### config.mk
export PLATFORM = sky130hd
export DESIGN_NAME = sha256_ctrl
export DESIGN_NICKNAME = d
export VERILOG_FILES = /design/src/rtl/sha256_ctrl.sv
export SDC_FILE = /design/constraint.sdc
export NUM_CORES = 1
export LEC_CHECK = 0
export ABC_AREA = 0
export CORE_MARGIN = 8
export CORE_UTILIZATION = 50
export CTS_BUF_LIST = sky130_fd_sc_hd__clkbuf_8
export DETAILED_ROUTE_END_ITERATION = 6
export GPL_TIMING_DRIVEN = 0
export HOLD_SLACK_MARGIN = 0.02
export PLACE_DENSITY = 0.8
export SLEW_MARGIN = 40
export SYNTH_ARGS = -nofsm -noshare
export SYNTH_HDL_FRONTEND = slang
export SYNTH_SLANG_ARGS = --single-unit
export TNS_END_PERCENT = 10
### constraint.sdc
create_clock -name clk_i -period 2.7 [get_ports clk_i]
set_input_delay 0.405 -clock clk_i [delete_from_list [all_inputs] [get_ports clk_i]]
set_output_delay 0.405 -clock clk_i [all_outputs]
set_load 0.01 [all_outputs]
### src/rtl/sha256_ctrl.sv
// SHA-256 block sequencer: word intake, 64-round compression control, and digest readout.
// Optional SHA-224 mode (IV select, 7-word digest) is enabled by defining SHA256_SHA224_MODE_EN.
module sha256_ctrl #(
    parameter int ROUNDS        = 64,
    parameter int WORDS_PER_BLK = 16
) (
    input  logic       clk_i,
    input  logic       rst_n_i,
    input  logic       msg_start_i,
`ifdef SHA256_SHA224_MODE_EN
    input  logic       mode224_i,
    output logic       init224_o,
`endif
    input  logic       win_valid_i,
    input  logic       win_last_i,
    output logic       win_ready_o,
    output logic       load_en_o,
    output logic       init_hash_o,
    output logic       wv_load_o,
    output logic       round_en_o,
    output logic [5:0] round_idx_o,
    output logic       sched_sel_o,
    output logic       hash_upd_o,
    output logic [2:0] dout_sel_o,
    output logic       dout_valid_o,
    output logic       dout_last_o,
    input  logic       dout_ready_i,
    output logic       busy_o
);

    localparam logic [2:0] S_IDLE   = 3'd0;
    localparam logic [2:0] S_LOAD   = 3'd1;
    localparam logic [2:0] S_PREP   = 3'd2;
    localparam logic [2:0] S_ROUND  = 3'd3;
    localparam logic [2:0] S_UPDATE = 3'd4;
    localparam logic [2:0] S_OUT    = 3'd5;

    localparam int             WCW       = $clog2(WORDS_PER_BLK);
    localparam logic [WCW-1:0] WORD_LAST = WCW'(WORDS_PER_BLK - 1);
    localparam logic [5:0]     RND_LAST  = 6'(ROUNDS - 1);
    localparam logic [5:0]     SCHED_T   = 6'd16;

    logic [2:0]     state_q, state_d;
    logic [WCW-1:0] word_cnt_q, word_cnt_d;
    logic [5:0]     round_idx_q, round_idx_d;
    logic [2:0]     out_idx_q, out_idx_d;
    logic           last_q, last_d;
    logic [2:0]     out_last_idx;
    logic           init_hash;

`ifdef SHA256_SHA224_MODE_EN
    logic mode224_q, mode224_d;
    assign out_last_idx = mode224_q ? 3'd6 : 3'd7;
    // IV select qualifies the same gated start pulse as init_hash_o
    assign init224_o    = init_hash_o & mode224_i;
`else
    assign out_last_idx = 3'd7;
`endif

    always_comb begin
        state_d      = state_q;
        word_cnt_d   = word_cnt_q;
        round_idx_d  = round_idx_q;
        out_idx_d    = out_idx_q;
        last_d       = last_q;
`ifdef SHA256_SHA224_MODE_EN
        mode224_d    = mode224_q;
`endif
        init_hash    = 1'b0;
        win_ready_o  = 1'b0;
        load_en_o    = 1'b0;
        wv_load_o    = 1'b0;
        round_en_o   = 1'b0;
        sched_sel_o  = 1'b0;
        hash_upd_o   = 1'b0;
        dout_valid_o = 1'b0;
        dout_last_o  = 1'b0;
        case (state_q)
            S_IDLE: begin
                if (msg_start_i) begin
                    init_hash  = 1'b1;
                    word_cnt_d = '0;
                    last_d     = 1'b0;
`ifdef SHA256_SHA224_MODE_EN
                    mode224_d  = mode224_i;
`endif
                    state_d    = S_LOAD;
                end
            end
            S_LOAD: begin
                win_ready_o = 1'b1;
                if (win_valid_i) begin
                    load_en_o = 1'b1;
                    if (word_cnt_q == WORD_LAST) begin
                        word_cnt_d = '0;
                        last_d     = win_last_i;
                        state_d    = S_PREP;
                    end else begin
                        word_cnt_d = word_cnt_q + 1'b1;
                    end
                end
            end
            S_PREP: begin
                wv_load_o   = 1'b1;
                round_idx_d = '0;
                state_d     = S_ROUND;
            end
            S_ROUND: begin
                round_en_o  = 1'b1;
                sched_sel_o = (round_idx_q >= SCHED_T);
                if (round_idx_q == RND_LAST) begin
                    round_idx_d = '0;
                    state_d     = S_UPDATE;
                end else begin
                    round_idx_d = round_idx_q + 1'b1;
                end
            end
            S_UPDATE: begin
                hash_upd_o = 1'b1;
                out_idx_d  = '0;
                // Non-final blocks chain straight into the next load, keeping H
                state_d    = last_q ? S_OUT : S_LOAD;
            end
            S_OUT: begin
                dout_valid_o = 1'b1;
                dout_last_o  = (out_idx_q == out_last_idx);
                if (dout_ready_i) begin
                    if (out_idx_q == out_last_idx) begin
                        out_idx_d = '0;
                        last_d    = 1'b0;
                        state_d   = S_IDLE;
                    end else begin
                        out_idx_d = out_idx_q + 1'b1;
                    end
                end
            end
            default: state_d = S_IDLE;
        endcase
    end

    // Start pulse is the only output fed straight from an input while IDLE, so hold it off during reset
    assign init_hash_o = init_hash & rst_n_i;
    assign round_idx_o = round_idx_q;
    assign dout_sel_o  = out_idx_q;
    assign busy_o      = (state_q != S_IDLE);

    always_ff @(posedge clk_i or negedge rst_n_i) begin
        if (!rst_n_i) begin
            state_q     <= S_IDLE;
            word_cnt_q  <= '0;
            round_idx_q <= '0;
            out_idx_q   <= '0;
            last_q      <= 1'b0;
`ifdef SHA256_SHA224_MODE_EN
            mode224_q   <= 1'b0;
`endif
        end else begin
            state_q     <= state_d;
            word_cnt_q  <= word_cnt_d;
            round_idx_q <= round_idx_d;
            out_idx_q   <= out_idx_d;
            last_q      <= last_d;
`ifdef SHA256_SHA224_MODE_EN
            mode224_q   <= mode224_d;
`endif
        end
    end

endmodule
==> results of run 1 <==
## path summary, 6_finish.rpt
kind                            slack [ns]        from              to
worst max-delay path                  0.46  state_q[1]       load_en_o
worst min-delay path                  0.07     rst_n_i   word_cnt_q[1]
worst max register to register        1.25  state_q[1]          last_q
worst min register to register        0.51      last_q          last_q
max in group asynchronous             2.33     rst_n_i  round_idx_o[3]
min in group clk_i                    0.51      last_q          last_q
## critical path: stages, from the launching register on
cell and delay [ns]:
dfrtp_1 0.39, buf_6 0.15, nor3b_4 0.35, and2_1 0.18, clkdlybuf4s50_1 0.53
## cells in the final DEF (no fill, tap or decap), types with 3 or more instances in the layout
cell / n
nor2_1: 8
ha_1: 4
nor3_1: 4
nand3_1: 13
a21oi_1: 5
inv_1: 5
o21ai_0: 13
buf_6: 5
nand4_1: 3
clkbuf_8: 3
dfrtp_1: 17
clkdlybuf4s50_1: 23
nand2_1: 18
## flip-flops by register name, summed over array words and instances, names as in the netlist
| register | count |
|---|---|
| dout_sel_o | 3 |
| state_q | 3 |
| round_idx_o | 6 |
| last_q | 1 |
| word_cnt_q | 4 |
## through the flow
step	setup WS (ns)	total power, mW
global route	0.393	1.28
CTS	0.0566	1.20
floorplan	1.23	0.768
global placement	0.0924	0.985
detailed placement	0.0526	1.01
finish	0.456	1.20
## area by class of cell
class | count | area [sq um] | area share [%]
plain buffers | 5 | 56.3 | 4.15
clock buffers | 3 | 41.3 | 3.04
clock inverters | 1 | 3.75 | 0.276
inverters | 4 | 15.0 | 1.11
multi-input cells | 92 | 547 | 40.3
flip-flops and latches | 17 | 425 | 31.3
well taps | 27 | 33.8 | 2.49
repair buffers | 24 | 235 | 17.3
## power breakdown
part | internal (mW) | switching [mW] | total [mW]
clock | 0.101 | 0.0910 | 0.192
sequential | 0.334 | 0.0852 | 0.419
combinational | 0.294 | 0.294 | 0.587
total | 0.728 | 0.470 | 1.20
## cell families after synthesis
logic type	after synthesis
compound gates	28
fa+ha+maj	4
flops	17
mux	2
simple gates	58
buf+inv	9
## routing by layer
| layer | routed length (um) | part of all wire, % | track usage, % | vias up |
|---|---|---|---|---|
| met5 | 0 | 0 | 0 | - |
| met4 | 19 | 0.74 | 4.55 | 0 |
| met3 | 164 | 6.4 | 3.13 | 4 |
| met2 | 1240 | 48 | 26.9 | 35 |
| met1 | 1160 | 45 | 17.6 | 456 |
| li1 | - | - | - | 478 |
## Yosys cell counts
library cell and instances:
a211oi_1 1, a21boi_0 1, a21o_1 1, a21oi_1 5
a22o_2 1, a22oi_1 1, a31oi_1 1, a32o_1 1
and2_1 2, and2b_1 1, and3_1 1, and3_4 1
buf_6 5, dfrtp_1 17, ha_1 4, inv_1 4
mux2i_1 2, nand2_1 18, nand2b_1 1, nand2b_4 1
nand3_1 13, nand3_2 1, nand4_1 3, nor2_1 8
nor2b_1 1, nor3_1 4, nor3b_4 1, o211ai_1 1
o21a_1 1, o21ai_0 13, o31ai_1 1, or2_2 1
or4_1 1
==> impl_results.md, run 1 <==
* Outcome: finished clean
* Clock Skews at around 0.0035 ns
* Total routed wirelength at approximately 2600 um
* Initial core utilization at about 53%
* Global route overflow at 0
* Synth Area in Compound Gates at about 16%
* Largest area contributor in the netlist: dfrtp_1
* Crit. End Element: output pin
* Final Hold Fails at 0
* Initial antenna violation count at 0
* Number of global-route vias before repair at ~1000
* Avg Inst Size Synth at a little under 9 sq um
* Setup CP Type: register to output pin
* CP Data Arrival Time at around 1.8 ns
* Hold-fix buffers, CTS at 0
* Final ANT Viol Nets at 0
* Final setup viols at 0
* Num rows at 16
* Via density at 5.62
* RSZ-0062 raised after global routing: false
* HPWL Detailed at about 2000 um
* FF+latch count, synth at 17
* GRT Resource Usage Total at between 10% and 20%
* Largest family of logic cells by synthesized area: simple AND/OR/NAND/NOR gates
* Layout cells sized above 1 at between 10 and 15%
* Adder-cell share of the synthesized area at under 10%
* Mapped Nets at between 100 and 150
* Synth top area share at between 40% and 50%
* Die height at slightly above 60 um
* CTS buffer count at 3
* Clock Sinks at 17
* Nets at 157
* WHS at around 0.07 ns
* Core area at a little under 2000 sq um
* DRC at 0
* Critical Path Start Type: register
* Avg WL per Cell at about 15 um
* Final TNS setup at 0 ns
* Die footprint at 3810 sq um
* # resized after CTS at 0
* XOR/XNOR Fraction of Synth Area at 0%
* Postcts setup bufs at 0
* Root Driver: clkbuf_8
* Die Width at slightly above 60 um
* Total of max-cap violations at 0
* CTS tree: done
* ANT cells at 0
* H-tree levels at 1
* Util after Layout at 69.2%
* Area Overhead vs Synth at 30.1%
* Reg clk slew, reported paths at ~0.07 ns
* Synth Warn # at 0
* Rel. slew slack at 74.5%
* Final-report max-slew violation count at 0
* Post-Synth Simple-Gate Area at 29.5%
* Boundary Pins at 25
* Placed insts at about 170
* First-pass GRT wire length at 4360 um
* Max frequency at 0.446 GHz
* RePlAce Congestion at 0.788
* Hold crit path type: input pin to async pin
* Post-Syn Area at about 1000 sq um
* Port Buffers at 24
* Leakage at 0.599 nW
* Fin area at around 1400 sq um
* Worst Path Max Fanout at 10
* Post-DP Area at 1320 sq um
* Post-synthesis mux area share at around 1.9%
* CTS max path bufs at 2
* Power per cell area at just under 900 nW/um^2
* Peak supply drop at approximately 0.58 mV
* Largest cells by area after synthesis: dfrtp_1 (41%), nand2_1 (6.5%), nand3_1 (6.2%)
* Period minus WS final at 2.24 ns
* CP required at approximately 2.3 ns
* Largest net degree at the start of global routing at 19
* R2R cell count at 4
* Detailed-route via count at roughly 970
* Fill cells at between 150 and 200
* Initial DRC Count at 34
* Post-Syn Instances at 118
* Seq/Total Area, Yosys at about two fifths
* Synth unique cells at 33
* Clock Latency Late Sink at about 0.25 ns
* DR pass1 iterations at 4
* Non-Filler Instances at 173
* Final period util at a little over 80%
* Worst Tran Pin Value at 0.372 ns
No activity file was read; power rests on OpenSTA's default activity.
==> run 2: changes to the inputs <==
- clock period: 2.7 -> 2.1 ns (I/O delays scaled with it)
==> run 2 against run 1 <==
Worst setup slack got worse by 0.37 ns. Routed wire length rose by 0.54%. Design area rose by 1.8%. Worst hold slack improved by 0.027 ns. Sequential cell count did not move. Cell count did not move. Core utilization rose by 1.3 points. Sequential share of layout area fell by 0.57 points. Clock skew fell by 0.0021 ns. Via count fell by 0.31%. Critical path depth did not move. Critical path type unchanged. Critical endpoint is now dout_valid_o. Largest power group unchanged. Highest routed layer unchanged.
==> impl_results.md, run 2 (synthesis gave the netlist of run 1 again) <==
* First-pass GRT wire length at 4370 um (was 4360 um)
* Number of global-route vias before repair at 1002 (was 1004)
* Global route overflow at 0 (unchanged)
* RSZ-0062 raised after global routing: true (was false)
* Setup slack after layout at 0.0823 ns (was 0.456 ns)
* Initial core utilization at 53.2% (unchanged)
* Final Hold Fails at 0 (unchanged)
* Final-report max-slew violation count at 0 (unchanged)
* WHS at 0.0991 ns (was 0.0721 ns)
* Avg WL per Cell at 15.0 um (was 14.9 um)
* Area Overhead vs Synth at 32.5% (was 30.1%)
* Final ANT Viol Nets at 0 (unchanged)
* Die height at 61.7 um (unchanged)
* Port Buffers at 24 (unchanged)
* H-tree levels at 1 (unchanged)
* Reg clk slew, reported paths at 0.07 ns (about the same)
* Multi-input gate area at 553 sq um (was 547 sq um)
* Outcome: finished clean (unchanged)
* Nets at 157 (unchanged)
* DR top layer: met4 (unchanged)
* CTS tree: done (unchanged)
* Clock Sinks at 17 (unchanged)
* Clock Latency Late Sink at 0.25 ns (about the same)
* Num rows at 16 (unchanged)
* RePlAce Congestion at 0.788 (unchanged)
* Met2 wirelength from detailed routing at 1240 um (about the same)
* CTS max path bufs at 2 (unchanged)
* Final period util at 96.1%
* Non-Filler Instances at 173 (unchanged)
* Total of max-cap violations at 0 (unchanged)
* Dpl ws at -0.367 ns (was 0.0526 ns)
* Hold-fix buffers, CTS at 0 (unchanged)
* Core area at 1960 sq um (unchanged)
* Total routed wirelength at 2600 um (was 2580 um)
* Power per cell area at 1120 nW/um^2 (was 883 nW/um^2)
* Largest register FFs at 6 (unchanged)
* Root Driver: clkbuf_8 (unchanged)
* Hold crit path type: input pin to async pin (unchanged)
* Fill cells at 172 (was 171)
* Peak supply drop at 0.753 mV (was 0.583 mV)
* DRC at 0 (unchanged)
* Met3 routed WL at 138 um (was 164 um)
* Detailed-route via count at 970 (was 973)
* Most frequent cells in the layout: nand2_1 (18), clkdlybuf4s50_1 (18), dfrtp_1 (17) (was clkdlybuf4s50_1 (23), nand2_1 (18), dfrtp_1 (17))
* ANT cells at 0 (unchanged)
* DR pass1 iterations at 5 (was 4)
* GRT Resource Usage Total at 15.2% (was 15.1%)
* Initial antenna violation count at 0 (unchanged)
* Setup CP Type: register to output pin (unchanged)
* Crit. End Element: output pin (unchanged)
* Worst Path Max Fanout at 10 (unchanged)
* Placed insts at 169 (unchanged)
* Final setup viols at 0 (unchanged)
* Worst Tran Pin Value at 0.467 ns (was 0.372 ns)
* CP required at 1.78 ns (was 2.30 ns)
* Boundary Pins at 25 (unchanged)
* Critical Path Start Type: register (unchanged)
* CP Data Arrival Time at 1.70 ns (was 1.84 ns)
* CTS buffer count at 3 (unchanged)
* Period minus WS final at around 2 ns
* Layout cells sized above 1 at 13.0% (was 10.3%)
* Clock Skews at 0.00144 ns (was 0.00350 ns)
* Largest net degree at the start of global routing at 19 (unchanged)
* Rel. slew slack at 68.9% (was 74.5%)
* Via density at 5.61 (was 5.62)
* Met1 Wirelength at 1190 um (was 1160 um)
* Die Width at 61.7 um (unchanged)
* Max frequency at between 0.4 and 0.5 GHz
* HPWL Detailed at 1940 um (unchanged)
* Register Area at 425 sq um (unchanged)
* Die footprint at 3810 sq um (unchanged)
* Leakage at 0.669 nW (was 0.599 nW)
* Initial DRC Count at 25 (was 34)
==> run 2: cell types whose count changed in the layout (fill, tap and decap cells not counted), sizes merged <==
cell	change
dlygate4sd2	+1
dlymetal6s2s	+4
buf	-1
clkdlybuf4s15	+1
clkdlybuf4s50	-5
clkinvlp	+1
inv	-1
==> run 2: layout make-up <==
type / count / share of cell area [%]
plain buffers: 5 / 4.07
clock buffers: 3 / 2.99
clock inverters: 1 / 0.271
inverters: 4 / 1.36
multi-input cells: 92 / 40.0
flip-flops and latches: 17 / 30.8
well taps: 27 / 2.44
repair buffers: 24 / 18.1
==> run 2: through the flow <==
stage	total power [mW]	TNS, ns	cell area [sq um]	utilization, %
final	1.54	0	1380	70.5
after CTS	1.55	0	1370	69.6
after global placement	1.27	-0.328	1320	67.2
after detailed placement	1.30	-0.367	1320	67.2
after floorplan	0.988	0	1040	-
after global routing	1.65	-0.0143	1380	70.5
==> run 2: worst max-delay path, stage by stage, from the launching register on <==
cell and delay [ns]:
dfrtp_1 0.38, buf_6 0.15, and2b_2 0.26, and2_1 0.14, clkdlybuf4s50_1 0.53
==> run 2: per-layer routing <==
metal	vias up	track usage, %
li1	479	-
met1	453	17.9
met2	34	26.4
met3	4	3.13
met4	0	4.87
met5	-	0
==> run 2: power breakdown <==
group / switching (mW) / internal (mW)
registers: 0.110 / 0.429
clock network: 0.113 / 0.130
logic: 0.382 / 0.379
==> run 2: worst paths after layout <==
check | depth (start not counted) | end | slack (ns) | from
min reg2reg | 1 | last_q | 0.51 | last_q
max | 4 | dout_valid_o | 0.08 | state_q[1]
max reg2reg | 4 | last_q | 0.67 | state_q[0]
min in group clk_i | 1 | last_q | 0.51 | last_q
max in group asynchronous | 1 | round_idx_o[1] | 1.68 | rst_n_i
min | 1 | word_cnt_q[1] | 0.1 | rst_n_i
==> run 2: what timing repair did <==
| action | 4_1_cts | 5_1_grt |
|---|---|---|
| setup endpoints to repair | 3 | 5 |
| buffers inserted | 0 | 0 |
| resized for setup | 5 | 7 |
| pin swaps | 1 | 1 |
